## src/rtl/uart_bus_bridge.sv

```systemverilog
// UART command responder bridging a host byte stream onto a single-byte req/ack register bus.
//
// Protocol: 'W' addr_hi addr_lo data -> bus write, reply ACK_BYTE.
//           'R' addr_hi addr_lo      -> bus read,  reply is the read byte.
//           any other opcode         -> reply NAK_BYTE.
// Inter-byte timeouts, framing errors, unknown opcodes and bytes arriving while a command is
// in flight all bump a saturating error counter.
//
// Ports:
//   clk, rst                      clock, synchronous active-high reset
//   rx_valid, rx_data, rx_error   received byte strobe / data / framing error pulse
//   tx_start, tx_data, tx_busy    reply byte request / data / transmitter activity
//   bus_req, bus_we, bus_addr,    register bus request and its attributes, held until bus_ack
//   bus_wdata, bus_ack, bus_rdata
//   busy                          high whenever a command or reply is in progress
//   err_count                     saturating protocol error count
module uart_bus_bridge #(
   parameter int unsigned ADDR_WIDTH     = 16,
   parameter int unsigned TIMEOUT_CYCLES = 2000000,
   parameter logic [7:0]  CMD_WRITE      = 8'h57,
   parameter logic [7:0]  CMD_READ       = 8'h52,
   parameter logic [7:0]  ACK_BYTE       = 8'h4B,
   parameter logic [7:0]  NAK_BYTE       = 8'h3F
) (
   input  logic                  clk,
   input  logic                  rst,
   input  logic                  rx_valid,
   input  logic [7:0]            rx_data,
   input  logic                  rx_error,
   output logic                  tx_start,
   output logic [7:0]            tx_data,
   input  logic                  tx_busy,
   output logic                  bus_req,
   output logic                  bus_we,
   output logic [ADDR_WIDTH-1:0] bus_addr,
   output logic [7:0]            bus_wdata,
   input  logic                  bus_ack,
   input  logic [7:0]            bus_rdata,
   output logic                  busy,
   output logic [7:0]            err_count
);

   localparam int unsigned TimerWidth = $clog2(TIMEOUT_CYCLES + 1);
   localparam logic [TimerWidth-1:0] TimerLoad = TimerWidth'(TIMEOUT_CYCLES);

   typedef enum logic [2:0] {
      StIdle,
      StAddrHi,
      StAddrLo,
      StData,
      StBus,
      StSend,
      StSendWait
   } state_e;

   state_e                state;
   logic                  op_write;
   logic [7:0]            addr_hi;
   logic [7:0]            addr_lo;
   logic [TimerWidth-1:0] timer;
   logic                  send_first;

   function automatic logic [7:0] sat_inc(input logic [7:0] v);
      return (v == 8'hFF) ? v : v + 8'd1;
   endfunction

   always_ff @(posedge clk) begin
      if (rst) begin
         state      <= StIdle;
         op_write   <= 1'b0;
         addr_hi    <= 8'h00;
         addr_lo    <= 8'h00;
         timer      <= '0;
         send_first <= 1'b0;
         tx_start   <= 1'b0;
         tx_data    <= 8'h00;
         bus_req    <= 1'b0;
         bus_we     <= 1'b0;
         bus_addr   <= '0;
         bus_wdata  <= 8'h00;
         busy       <= 1'b0;
         err_count  <= 8'h00;
      end else begin
         tx_start <= 1'b0;
         case (state)
            StIdle: begin
               if (rx_error) begin
                  err_count <= sat_inc(err_count);
               end else if (rx_valid) begin
                  if (rx_data == CMD_WRITE || rx_data == CMD_READ) begin
                     op_write <= (rx_data == CMD_WRITE);
                     timer    <= TimerLoad;
                     state    <= StAddrHi;
                     busy     <= 1'b1;
                  end else begin
                     err_count <= sat_inc(err_count);
                     tx_data   <= NAK_BYTE;
                     state     <= StSend;
                     busy      <= 1'b1;
                  end
               end
            end

            // Byte-collection states share error/timeout handling; the error beats a
            // simultaneous byte, and a byte beats a simultaneous timeout.
            StAddrHi, StAddrLo, StData: begin
               if (rx_error) begin
                  err_count <= sat_inc(err_count);
                  state     <= StIdle;
                  busy      <= 1'b0;
               end else if (rx_valid) begin
                  timer <= TimerLoad;
                  if (state == StAddrHi) begin
                     addr_hi <= rx_data;
                     state   <= StAddrLo;
                  end else if (state == StAddrLo) begin
                     addr_lo <= rx_data;
                     if (op_write) begin
                        state <= StData;
                     end else begin
                        bus_req  <= 1'b1;
                        bus_we   <= 1'b0;
                        bus_addr <= ADDR_WIDTH'({addr_hi, rx_data});
                        state    <= StBus;
                     end
                  end else begin
                     bus_req   <= 1'b1;
                     bus_we    <= 1'b1;
                     bus_addr  <= ADDR_WIDTH'({addr_hi, addr_lo});
                     bus_wdata <= rx_data;
                     state     <= StBus;
                  end
               end else if (timer == '0) begin
                  err_count <= sat_inc(err_count);
                  state     <= StIdle;
                  busy      <= 1'b0;
               end else begin
                  timer <= timer - 1'b1;
               end
            end

            StBus: begin
               if (rx_valid) begin
                  err_count <= sat_inc(err_count);
               end
               if (bus_ack) begin
                  bus_req <= 1'b0;
                  tx_data <= op_write ? ACK_BYTE : bus_rdata;
                  state   <= StSend;
               end
            end

            StSend: begin
               if (rx_valid) begin
                  err_count <= sat_inc(err_count);
               end
               if (!tx_busy) begin
                  tx_start   <= 1'b1;
                  send_first <= 1'b1;
                  state      <= StSendWait;
               end
            end

            StSendWait: begin
               if (rx_valid) begin
                  err_count <= sat_inc(err_count);
               end
               // The UART raises its busy flag one cycle after tx_start, so skip one cycle.
               if (send_first) begin
                  send_first <= 1'b0;
               end else if (!tx_busy) begin
                  state <= StIdle;
                  busy  <= 1'b0;
               end
            end

            default: begin
               state   <= StIdle;
               bus_req <= 1'b0;
               busy    <= 1'b0;
            end
         endcase
      end
   end

endmodule

```

## config.mk

```make
export PLATFORM = sky130hd
export DESIGN_NAME = uart_bus_bridge
export DESIGN_NICKNAME = d
export VERILOG_FILES = /design/src/rtl/uart_bus_bridge.sv
export SDC_FILE = /design/constraint.sdc
export NUM_CORES = 1
export LEC_CHECK = 0
export BUFFER_PORTS_ARGS = -buffer_cell sky130_fd_sc_hd__buf_2
export CORE_MARGIN = 2
export CORE_UTILIZATION = 55
export DETAILED_ROUTE_END_ITERATION = 12
export PLACE_DENSITY = 0.78
export SYNTH_ARGS = -nofsm -noshare
export SYNTH_HDL_FRONTEND = slang
export SYNTH_SLANG_ARGS = --single-unit
```

## constraint.sdc

```tcl
create_clock -name clk -period 4.3 [get_ports clk]
set_clock_uncertainty 0.05 [all_clocks]
set_input_delay 0.645 -clock clk [delete_from_list [all_inputs] [get_ports clk]]
set_output_delay 0.645 -clock clk [all_outputs]
set_load 0.03 [all_outputs]
```

== Yosys cells after proc, flatten, opt, wreduce, memory -nomap -nowiden ==
Cells that the tools add are included.
W data, S select, Z words.
Word-level totals
  flip-flop bits (word level): 86
  latch bits: 0
  RAM bits: 0
  bits in read-only memories: 0
  input port bits: 22
  output and inout bits: 44
  word-level logic and storage cells: 133
  memories kept: 0
Cells by class
  add/sub/neg operators: 2
  multiply operators: 0
  div/mod/pow operators: 0
  order comparisons: 0
  eq/ne operators: 29
  shift operators: 0
  multiplexer cells: 58
  bitwise logic cells: 6
  reduce and logical (&&, ||, !) cells: 24
Operator list (number)
  $mux W21: 6
  $mux W8: 13
  $pmux W21 S2: 1
  $mux W3: 13
  $mux W16: 2
  $ne A2 B2 Y1 const B: 12
  $pmux W8 S3: 1
  $logic_not A21 Y1: 1
  $sub A21 B1 Y21 const B: 1
  $reduce_and A5 Y1: 4
  $ne A3 B3 Y1 const B: 6
  $reduce_and A6 Y1: 3
  $mux W1: 17
  $eq A8 B7 Y1 const B: 2
  $pmux W8 S2: 1
  $pmux W3 S5: 1
  $reduce_and A7 Y1: 2
  $eq A3 B3 Y1 const B: 3
  $reduce_or A3 Y1: 3
  $add A8 B1 Y8 const B: 1
  $eq A8 B8 Y1 const B: 1
  $reduce_and A4 Y1: 2
  $eq A3 B2 Y1 const B: 2
  $not A1 Y1: 6
  12 further kinds: 15

== Logic depth before layout (Yosys ltp) ==
Gate-level depths: netlist of the first run.
  depth after elaboration: 6
  depth in mapped cells: 10
  gate-level depth less buffers: 7

== Least setup slack after synthesis of the first run ==
Ideal clock, no wire load.
  path kind: input-to-reg
  start: input port rx_data[5]
  end: register timer[15]
  setup time: 0.074 ns
  arrival time: 2.134 ns
  data required time: 4.176 ns
  slack: 2.041 ns
  stages: 6
  buffers on the path: 0
  cell sequence: nand4bb_1 > nor3_1 > a21oi_1 > or3_4 > or4_1 > a31oi_1
Between the ends
  longest elaborated chain between the ends: 4
  elaborated cells between the ends (all ways): 5
  classes of those cells: 3 x eq/ne; 2 x reduce/logical
Ends and longest elaborated chain
  start, declared: RTL line 28  | input logic [7:0] rx_data,
  $eq A8 B7 Y1: RTL line 90  | if (rx_data == CMD_WRITE || rx_data == CMD_READ) begin
  $logic_or A1 B1 Y1 *: RTL line 90
  $ne A2 B2 Y1 (no source line) *
  $reduce_and A6 Y1 (no source line) *
  end signal, assigned: RTL line 92  | timer <= TimerLoad;
  end signal, assigned: RTL line 112  | timer <= TimerLoad;
  end signal, assigned: RTL line 138  | timer <= timer - 1'b1;
  end, declared: RTL line 60  | logic [TimerWidth-1:0] timer;
Mark *: on every way between the ends. The rest lies on a longest branch, timed or not.
A chain may end at the register's enable or synchronous reset.

== Worst setup path in the final report of the first run ==
  start: register state[0]
  end: register timer[7]
Between the ends
  longest elaborated chain between the ends: 4
  elaborated cells between the ends (all ways): 13
  classes of those cells: 8 x eq/ne; 1 x mux; 4 x reduce/logical
Ends and longest elaborated chain
  start, declared: RTL line 56  | state_e state;
  start signal, assigned: RTL line 69  | state <= StIdle;
  start signal, assigned: RTL line 93  | state <= StAddrHi;
  start signal, assigned: RTL line 98  | state <= StSend;
  $eq A3 B1 Y1 or $eq A3 B2 Y1 (tied branches): RTL line 85  | case (state)
  $reduce_or A3 Y1: RTL line 85
  $ne A3 B3 Y1 (no source line) (tied with other cells)
  $reduce_and A6 Y1 (no source line)
Several ways; a longest one is shown, not always the timed one.

==> summary.md, run 1 <==
| Metric | Value |
|---|---|
| Synth Register Bits | between 80 and 90 |
| Syn Area/Cell | about 8.5 µm² |
| Slew margin rel. | a little under a third |
| Highest clock rate | between 0.3 and 0.4 GHz |
| Vias | 3422 |
| Share of the synthesized area in the top cell type | a little over two fifths |
| CTS Buf Count | 9 |
| Pwr Density | slightly above 600 nW/µm² |
| Synthesized net count | around 500 |
| Final Util | 65.4% |
| Placed cell area | 4260 µm² |
| Synth top area cells | dfxtp_1 (44%), nor2_1 (5.6%), a21oi_1 (5.5%), mux2i_1 (5.4%), nand2_1 (5.1%) |
| R2R Setup Slk | between 1 and 1.5 ns |
| FF-to-FF path depth | 6 |
| Tcrit/Tclk final | 65.5% |
| Gp weighted congestion | about 0.84 |
| Starting Density | a little under three fifths |
| Die Ht | 88.4 µm |
| Worst Tran Pin Value | 1.03 ns |
| VDD IR max | 0.285 mV |
| Synthesized instance count | approximately 460 |
| M2 GR Usage | approximately two fifths |
| Post-route design area | between 4000 and 5000 µm² |
| RR Endpoint | timer[7] |
| WP depth | 6 |
| Register area share after synthesis | between 40% and 50% |
| Die ar. | approximately 7800 µm² |
| Share of post-route cells with drive strength above 1 | a little under a fifth |
| Critical path arrival | ~3 ns |
| Vias in the first global route | between 3000 and 4000 |
| CP max-delay cell | nor3_2 |
| R2R Path Start | state[0] |
| Max-slew violations | 0 |
| Horiz. Die Dim | between 80 and 90 µm |
| Ports | 66 |
| Final nets | approximately 540 |
| Worst Path Buf+Inv | 0 |
| First-pass GRT wire length | around 15000 µm |
| Fin crit period | 2.82 ns |
| Routed vias/inst | 5.59 |
| Synthesis warning total | 0 |
| CTS max path bufs | 2 |
| CTS resizes | 0 |
| H-tree Lvls | 3 |
| Layout overhead on the synthesized area | 13.9% |
| Count leader, synth | dfxtp_1 |
| Hold Fails Final Rpt | 0 |
| CTS Hold Buffers Added | 0 |
| Post-synth ARST share | 0% |
| WL final | between 8000 and 9000 µm |
| Post-synth EDFFs | 0 |
| Reg clk slew, reported paths | around 0.1 ns |
| Overflow after GRT | 0 |
| CTS root buffer | clkbuf_8 |
| Diode count | 0 |
| Hpwl dp | between 6000 and 7000 µm |
| Required time worst endpoint | 4.48 ns |
| Worst Setup End Kind | register |
| GRT Resource Usage Total | 23.9% |
| WHS Endpoint | bus_addr[8] |
| GR peak layer | met2 |
| 1st-iter DRT viols | 204 |
| WL per Instance | 14.3 µm |
| DR DRC count | 0 |
| Status | completed |
| Postcts setup bufs | 0 |
| DRT antenna net count | 0 |
| RSZ-0062 raised after global routing | no |
| Setup Crit Path Kind | register to register |
| Largest net degree at the start of global routing | 43 |
| Max cap viols | 0 |
| Netlist cell types | 55 |
| Core Region | 6830 µm² |
| Startpoint Class | register |
| Num rows | 30 |
| Min-Delay Path Class | register to register |
| First-pass iteration count of the detailed router | 4 |
| Setup_tns | 0 ns |
| Most area-hungry cell type in the Yosys netlist | dfxtp_1 |
| Hold wc startpoint | bus_addr[8] |
| Synthesized cell area | around 3900 µm² |
| CP peak stage delay | approximately 0.85 ns |
| Port Buf Inserts | 65 |
| Worst Hold Depth | 2 |
| CP Cell Sequence | nor2_2 -> or3_1 -> nor3_2 -> or3_4 -> or4_1 -> a31oi_1 |
| Top FF cell, synth | dfxtp_1 |
| Leakage | between 0.0015 and 0.002 µW |
| Clock sinks | 86 |
| Met1 usage | between 20% and 30% |
| Crit-path max FO | 21 |
| Worst path top cell family by delay | simple AND/OR/NAND/NOR gates |
| Synth cell count leaders | dfxtp_1 (86), nor2_1 (58), nand2_1 (53) |
| Antenna violations before repair | 0 |
| CTS tree | yes |
| GR Util met3 | around 4.8% |
| Setup Viol. Count Final | 0 |
| Worst skew pair latency | around 0.35 ns |
power breakdown:
group	internal (µW)	leakage (µW)	switching (µW)	total, µW
Clock	276	0.0000980	310	586
Combinational	459	0.000973	644	1100
Sequential	930	0.000698	163	1090
Total	1670	0.00177	1120	2780
worst max-delay path by stage:
stage / slack (ns) / to / startpoint
after global routing: 1.17 / timer[15] / timer[2]
after global placement: 1.58 / timer[15] / rx_data[5]
after detailed placement: 1.52 / timer[7] / state[0]
after CTS: 1.51 / timer[7] / state[0]
after floorplan: 2.04 / timer[15] / rx_data[5]
final: 1.48 / timer[7] / state[0]
through the flow:
step	power [µW]	worst slack [ns]	hold WS [ns]	std cells
floorplan	2000	2.04	0.382	463
global placement	2180	1.58	0.389	596
detailed placement	2210	1.52	0.394	596
CTS	2790	1.51	0.408	612
global route	2990	1.17	0.423	612
finish	2780	1.48	0.407	612
flip-flops by register name, indices dropped and copies added (netlist names):
name	count
timer	21
bus_addr	16
addr_hi	8
addr_lo	8
bus_wdata	8
err_count	8
tx_data	8
state	3
bus_req	1
bus_we	1
busy	1
op_write	1
send_first	1
tx_start	1
cell families (layout without fill, tap and decap cells):
group	after synthesis	count (layout)	share of synthesized area [%]
flops	86	86	43.9
xor+xnor	22	22	4.91
fa+ha+maj	3	3	0.957
compound gates	87	87	13.8
mux	21	21	5.36
simple gates	205	205	27.0
buf+inv	39	92	4.05
routing by layer:
metal	vias up	routed length [µm]
met1	1608	3880
met3	8	484
li1	1725	-
met4	0	82
met5	-	0
met2	81	4270
cell usage in the layout, fill, tap and decap left out, types with 3 or more instances in the layout:
cell type	count
dfxtp_1	86
buf_2	65
nor2_1	58
nand2_1	53
a21oi_1	43
mux2i_1	21
nand3_1	20
xnor2_1	18
o21ai_0	12
nor3_1	11
a211oi_1	9
or3_1	9
clkbuf_8	9
nand2b_1	8
inv_1	7
nor4_1	7
and3_1	5
or4_1	5
xor2_1	4
a221oi_1	4
nor3_2	3
nor4bb_1	3
o31ai_1	3
a31oi_1	3
nor3b_1	3
ha_1	3
buf_4	3
cell type report:
cell class | count | area (µm²)
multi-input cells | 338 | 2040
flip-flops and latches | 86 | 1720
repair buffers | 68 | 348
clock inverters | 7 | 82.6
inverters | 8 | 30.0
fillers | 628 | 2360
clock buffers | 9 | 124
well taps | 96 | 120
worst min-delay path: cells and delay by family, from the launching register on:
| family | cells | cell delay, ns |
|---|---|---|
| flops | 1 | 0.32 |
| simple gates | 1 | 0.05 |
| compound gates | 1 | 0.05 |
Power figures use the tool's default switching activity.
==> run 2, diff against run 1 <==
--- a/config.mk
+++ b/config.mk
@@ -5,6 +5,7 @@
 export SDC_FILE = /design/constraint.sdc
 export NUM_CORES = 1
 export LEC_CHECK = 0
+export ABC_AREA = 1
 export BUFFER_PORTS_ARGS = -buffer_cell sky130_fd_sc_hd__buf_2
 export CORE_MARGIN = 2
 export CORE_UTILIZATION = 55
==> constraint.sdc (replaced) <==
create_clock -name clk -period 2.75 [get_ports clk]
set_clock_uncertainty 0.05 [all_clocks]
set_input_delay 0.4125 -clock clk [delete_from_list [all_inputs] [get_ports clk]]
set_output_delay 0.4125 -clock clk [all_outputs]
set_load 0.03 [all_outputs]
==> run 2 against run 1 <==
Die area grew 8.9%. Highest routed layer unchanged. Synthesized cell count up 33%. Via count is 24% higher. Largest power group unchanged. Global-route usage grew 1.0 points. Clock-buffer cell count is 1 higher. First-iteration DRC count increased by 23%. Area after synthesis is 9.3% higher. Final cell count is 27% higher. Worst setup slack lost 0.92 ns. Design area up 8.2%. Power is 82% higher. Clock power rose by 70%.
==> summary.md, run 2 <==
| Metric | Value |
|---|---|
| Register area share after synthesis | 40.2% (-3.7 points) |
| CTS resizes | 0 (unchanged) |
| Core Region | 7650 µm² (+12%) |
| CTS Hold Buffers Added | 0 (unchanged) |
| Most area-hungry cell type in the Yosys netlist | dfxtp_1 |
| Crit-path max FO | 20 (-4.8%) |
| RR Endpoint | timer[13] |
| RSZ-0062 raised after global routing | no |
| Net Sw Frac | 45.9% (+5.8 points) |
| Vias in the first global route | 3837 (+20%) |
| Sequential fraction of design power | 32.5% (-6.8 points) |
| Status | completed |
| # fillers | 710 (+13%) |
| Ports | 66 (unchanged) |
| Syn Area/Cell | 6.97 µm² (-18%) |
| Synthesized instance count | 615 (+33%) |
| Synthesis warning total | 0 (unchanged) |
| DR DRC count | 0 (unchanged) |
| Max-slew violations | 0 (unchanged) |
| Count leader, synth | nand2_1 |
| Critical Path Most Common Cell | nand2_1 |
| Share of post-route cells with drive strength above 1 | 18.0% (-1.2 points) |
| Commonest non-fill, non-tap cell in the layout | nand2_1 |
| Fin crit period | 2.19 ns (-0.629 ns) |
| Int Pwr | 2730 µW (+64%) |
| Clock network fraction of design power | 19.7% (-1.4 points) |
| Largest Register | timer |
| Diode count | 0 (unchanged) |
| Slew margin rel. | 44.7% (+14 points) |
| First-pass iteration count of the detailed router | 5 (+1) |
| WL final | 10400 µm (+19%) |
| Synth top area cells | dfxtp_1 (40%), nand2_1 (12%), nor2_1 (8.8%), a21oi_1 (6.3%), nand3_1 (5.1%) |
| Min-Delay Path Class | input pin to register |
| Horiz. Die Dim | 92.3 µm (+4.3%) |
| Die Ht | 92.3 µm (+4.3%) |
| Hpwl dp | 7330 µm (+21%) |
| Hold Fails Final Rpt | 0 (unchanged) |
| Final nets | 697 (+30%) |
| Leakage | 0.00220 µW (+24%) |
| Synthesized net count | 640 (+31%) |
| CP Cell Sequence | inv_2 -> nand2_1 -> nand2_2 -> o21ai_2 -> nand2_2 -> nor2_4 -> buf_4 -> nand2_1 -> nand2_1 -> nand2_1 -> nor2_1 |
| R2R Setup Slk | 0.56 ns (-0.92 ns) |
| Gp weighted congestion | 0.906 (+8.4%) |
| Top FF cell, synth | dfxtp_1 |
| Worst Tran Pin Value | 0.826 ns (-0.207 ns) |
| Post-synth EDFFs | 0 (unchanged) |
| FF-to-FF path depth | 11 (+5) |
| Num rows | 32 (+6.7%) |
| CTS max path bufs | 2 (unchanged) |
| Vias | 4247 (+24%) |
| Power share of the combinational group | 47.8% (+8.2 points) |
| Worst Setup End Kind | register |
| Post-route design area | 4830 µm² (+8.2%) |
| CP max-delay cell | dfxtp_1 |
| Placed cell area | 4610 µm² (+8.2%) |
| CP peak stage delay | 0.47 ns (-0.38 ns) |
| Netlist cell types | 39 (-29%) |
| Reg clk slew, reported paths | 0.09 ns (about the same) |
| Layout overhead on the synthesized area | 12.7% |
| P_sw | 2320 µW (+110%) |
| Largest net degree at the start of global routing | 56 (+30%) |
| Post-synth ARST share | 0% (unchanged) |
| Max cap viols | 0 (unchanged) |
| Critical path arrival | 2.44 ns (-0.56 ns) |
| Synth cell count leaders | nand2_1 (132), nor2_1 (101), dfxtp_1 (86) |
| Synth Register Bits | 86 (unchanged) |
| Pwr Density | 1050 nW/µm² (+68%) |
| DRT antenna net count | 0 (unchanged) |
| Overflow after GRT | 0 (unchanged) |
| Worst Hold Depth | 2 (unchanged) |
| CTS tree | yes |
| Share of the synthesized area in the top cell type | 40.2% (-3.7 points) |
| Most frequent cells in the layout | nand2_1 (132), nor2_1 (101), dfxtp_1 (86) |
| Routed vias/inst | 5.45 (-2.5%) |
| 1st-iter DRT viols | 251 (+23%) |
| H-tree Lvls | 3 (unchanged) |
| Clock sinks | 86 (unchanged) |
| GRT Resource Usage Total | 24.9% (+1.0 points) |
| Hold wc startpoint | tx_busy |
| Max reg flops | 21 (unchanged) |
| Regs by FF count | timer x21, bus_addr x16 |
| Worst Path Buf+Inv | 2 (+2) |
| Synthesized cell area | 4290 µm² (+9.3%) |
| Worst skew pair latency | 0.36 ns (about the same) |
| Highest clock rate | 0.457 GHz (+29%) |
| Required time worst endpoint | 3.00 ns (-1.48 ns) |
| WHS Endpoint | tx_start |
| CTS Buf Count | 9 (unchanged) |
| Port Buf Inserts | 65 (unchanged) |
| Antenna violations before repair | 0 (unchanged) |
| R2R Path Start | state[0] |
| Starting Density | 56.0% (-1.4 points) |
| Worst path top cell family by delay | simple AND/OR/NAND/NOR gates |
| Die ar. | 8510 µm² (+8.9%) |
| Crit path launch | state[0] |
| Startpoint Class | register |
| Setup_tns | 0 ns (unchanged) |
| WL per Instance | 13.3 µm (-6.6%) |
| Tcrit/Tclk final | 79.6% (+14 points) |
| Setup Viol. Count Final | 0 (unchanged) |
| First-pass GRT wire length | 17300 µm (+17%) |
| VDD IR max | 0.513 mV (+80%) |
| CTS root buffer | clkbuf_8 |
| Setup Crit Path Kind | register to register |
| Postcts setup bufs | 0 (unchanged) |
-- run 2: metal layers --
layer  GRT usage (%)  share of wire, %  vias to the layer above
met1            31.1                44                     1959
met2            43.3                48                      137
met4            6.84               1.6                        0
li1                -                 -                     2133
met5               0                 0                        -
met3            5.67               6.2                       18
-- run 2: power groups by stage --
stage	clock (µW)	combinational, µW	sequential, µW
finish	995	2410	1640
CTS	1010	2390	1640
detailed placement	0	2380	1660
global route	1070	2690	1670
floorplan	0	1730	1830
global placement	0	2330	1650
-- run 2: area by class of cell --
class	count	area, µm²	area share (%)
inverters	55	209	4.33
clock buffers	10	128	2.64
multi-input cells	451	2200	45.5
repair buffers	69	355	7.36
well taps	102	128	2.64
flip-flops and latches	86	1720	35.6
clock inverters	6	93.8	1.94
-- run 2: worst max path at each step --
stage | to | slack, ns | cells past startpoint
after floorplan | err_count[0] | 1.07 | 9
after global placement | timer[13] | 0.56 | 12
after detailed placement | timer[13] | 0.48 | 12
after CTS | timer[13] | 0.59 | 11
after global routing | timer[13] | 0.39 | 11
final | timer[13] | 0.56 | 11
-- run 2: metrics by stage --
stage          utilization [%]  hold slack [ns]  instances  worst slack [ns]  power [µW]
2_1_floorplan                -            0.399        615              1.07        3560
3_3_place_gp              60.3            0.397        763             0.564        3980
3_5_place_dp              60.3            0.407        763             0.482        4040
4_1_cts                   63.2            0.199        779             0.585        5050
5_1_grt                   63.2            0.207        779             0.387        5420
6_report                  63.2            0.210        779             0.562        5050
-- run 2: cell families (layout without fill, tap and decap cells) --
| kind of cell | after synthesis | in the layout | synth area share (%) |
|---|---|---|---|
| AND/OR/NAND/NOR | 318 | 318 | 32.7 |
| AO/OA/AOI/OAI | 123 | 123 | 16.2 |
| flip-flops | 86 | 86 | 40.2 |
| buffers and inverters | 78 | 140 | 8.58 |
| XOR/XNOR | 7 | 7 | 1.43 |
| adder cells (fa/ha/maj) | 3 | 3 | 0.876 |
-- run 2: worst reg2reg max path, cell delays in order, from the launching register on --
cell	delay, ns
dfxtp_1	0.47
inv_2	0.07
nand2_1	0.12
nand2_2	0.22
o21ai_2	0.20
nand2_2	0.08
nor2_4	0.40
buf_4	0.27
nand2_1	0.06
nand2_1	0.06
nand2_1	0.04
nor2_1	0.07
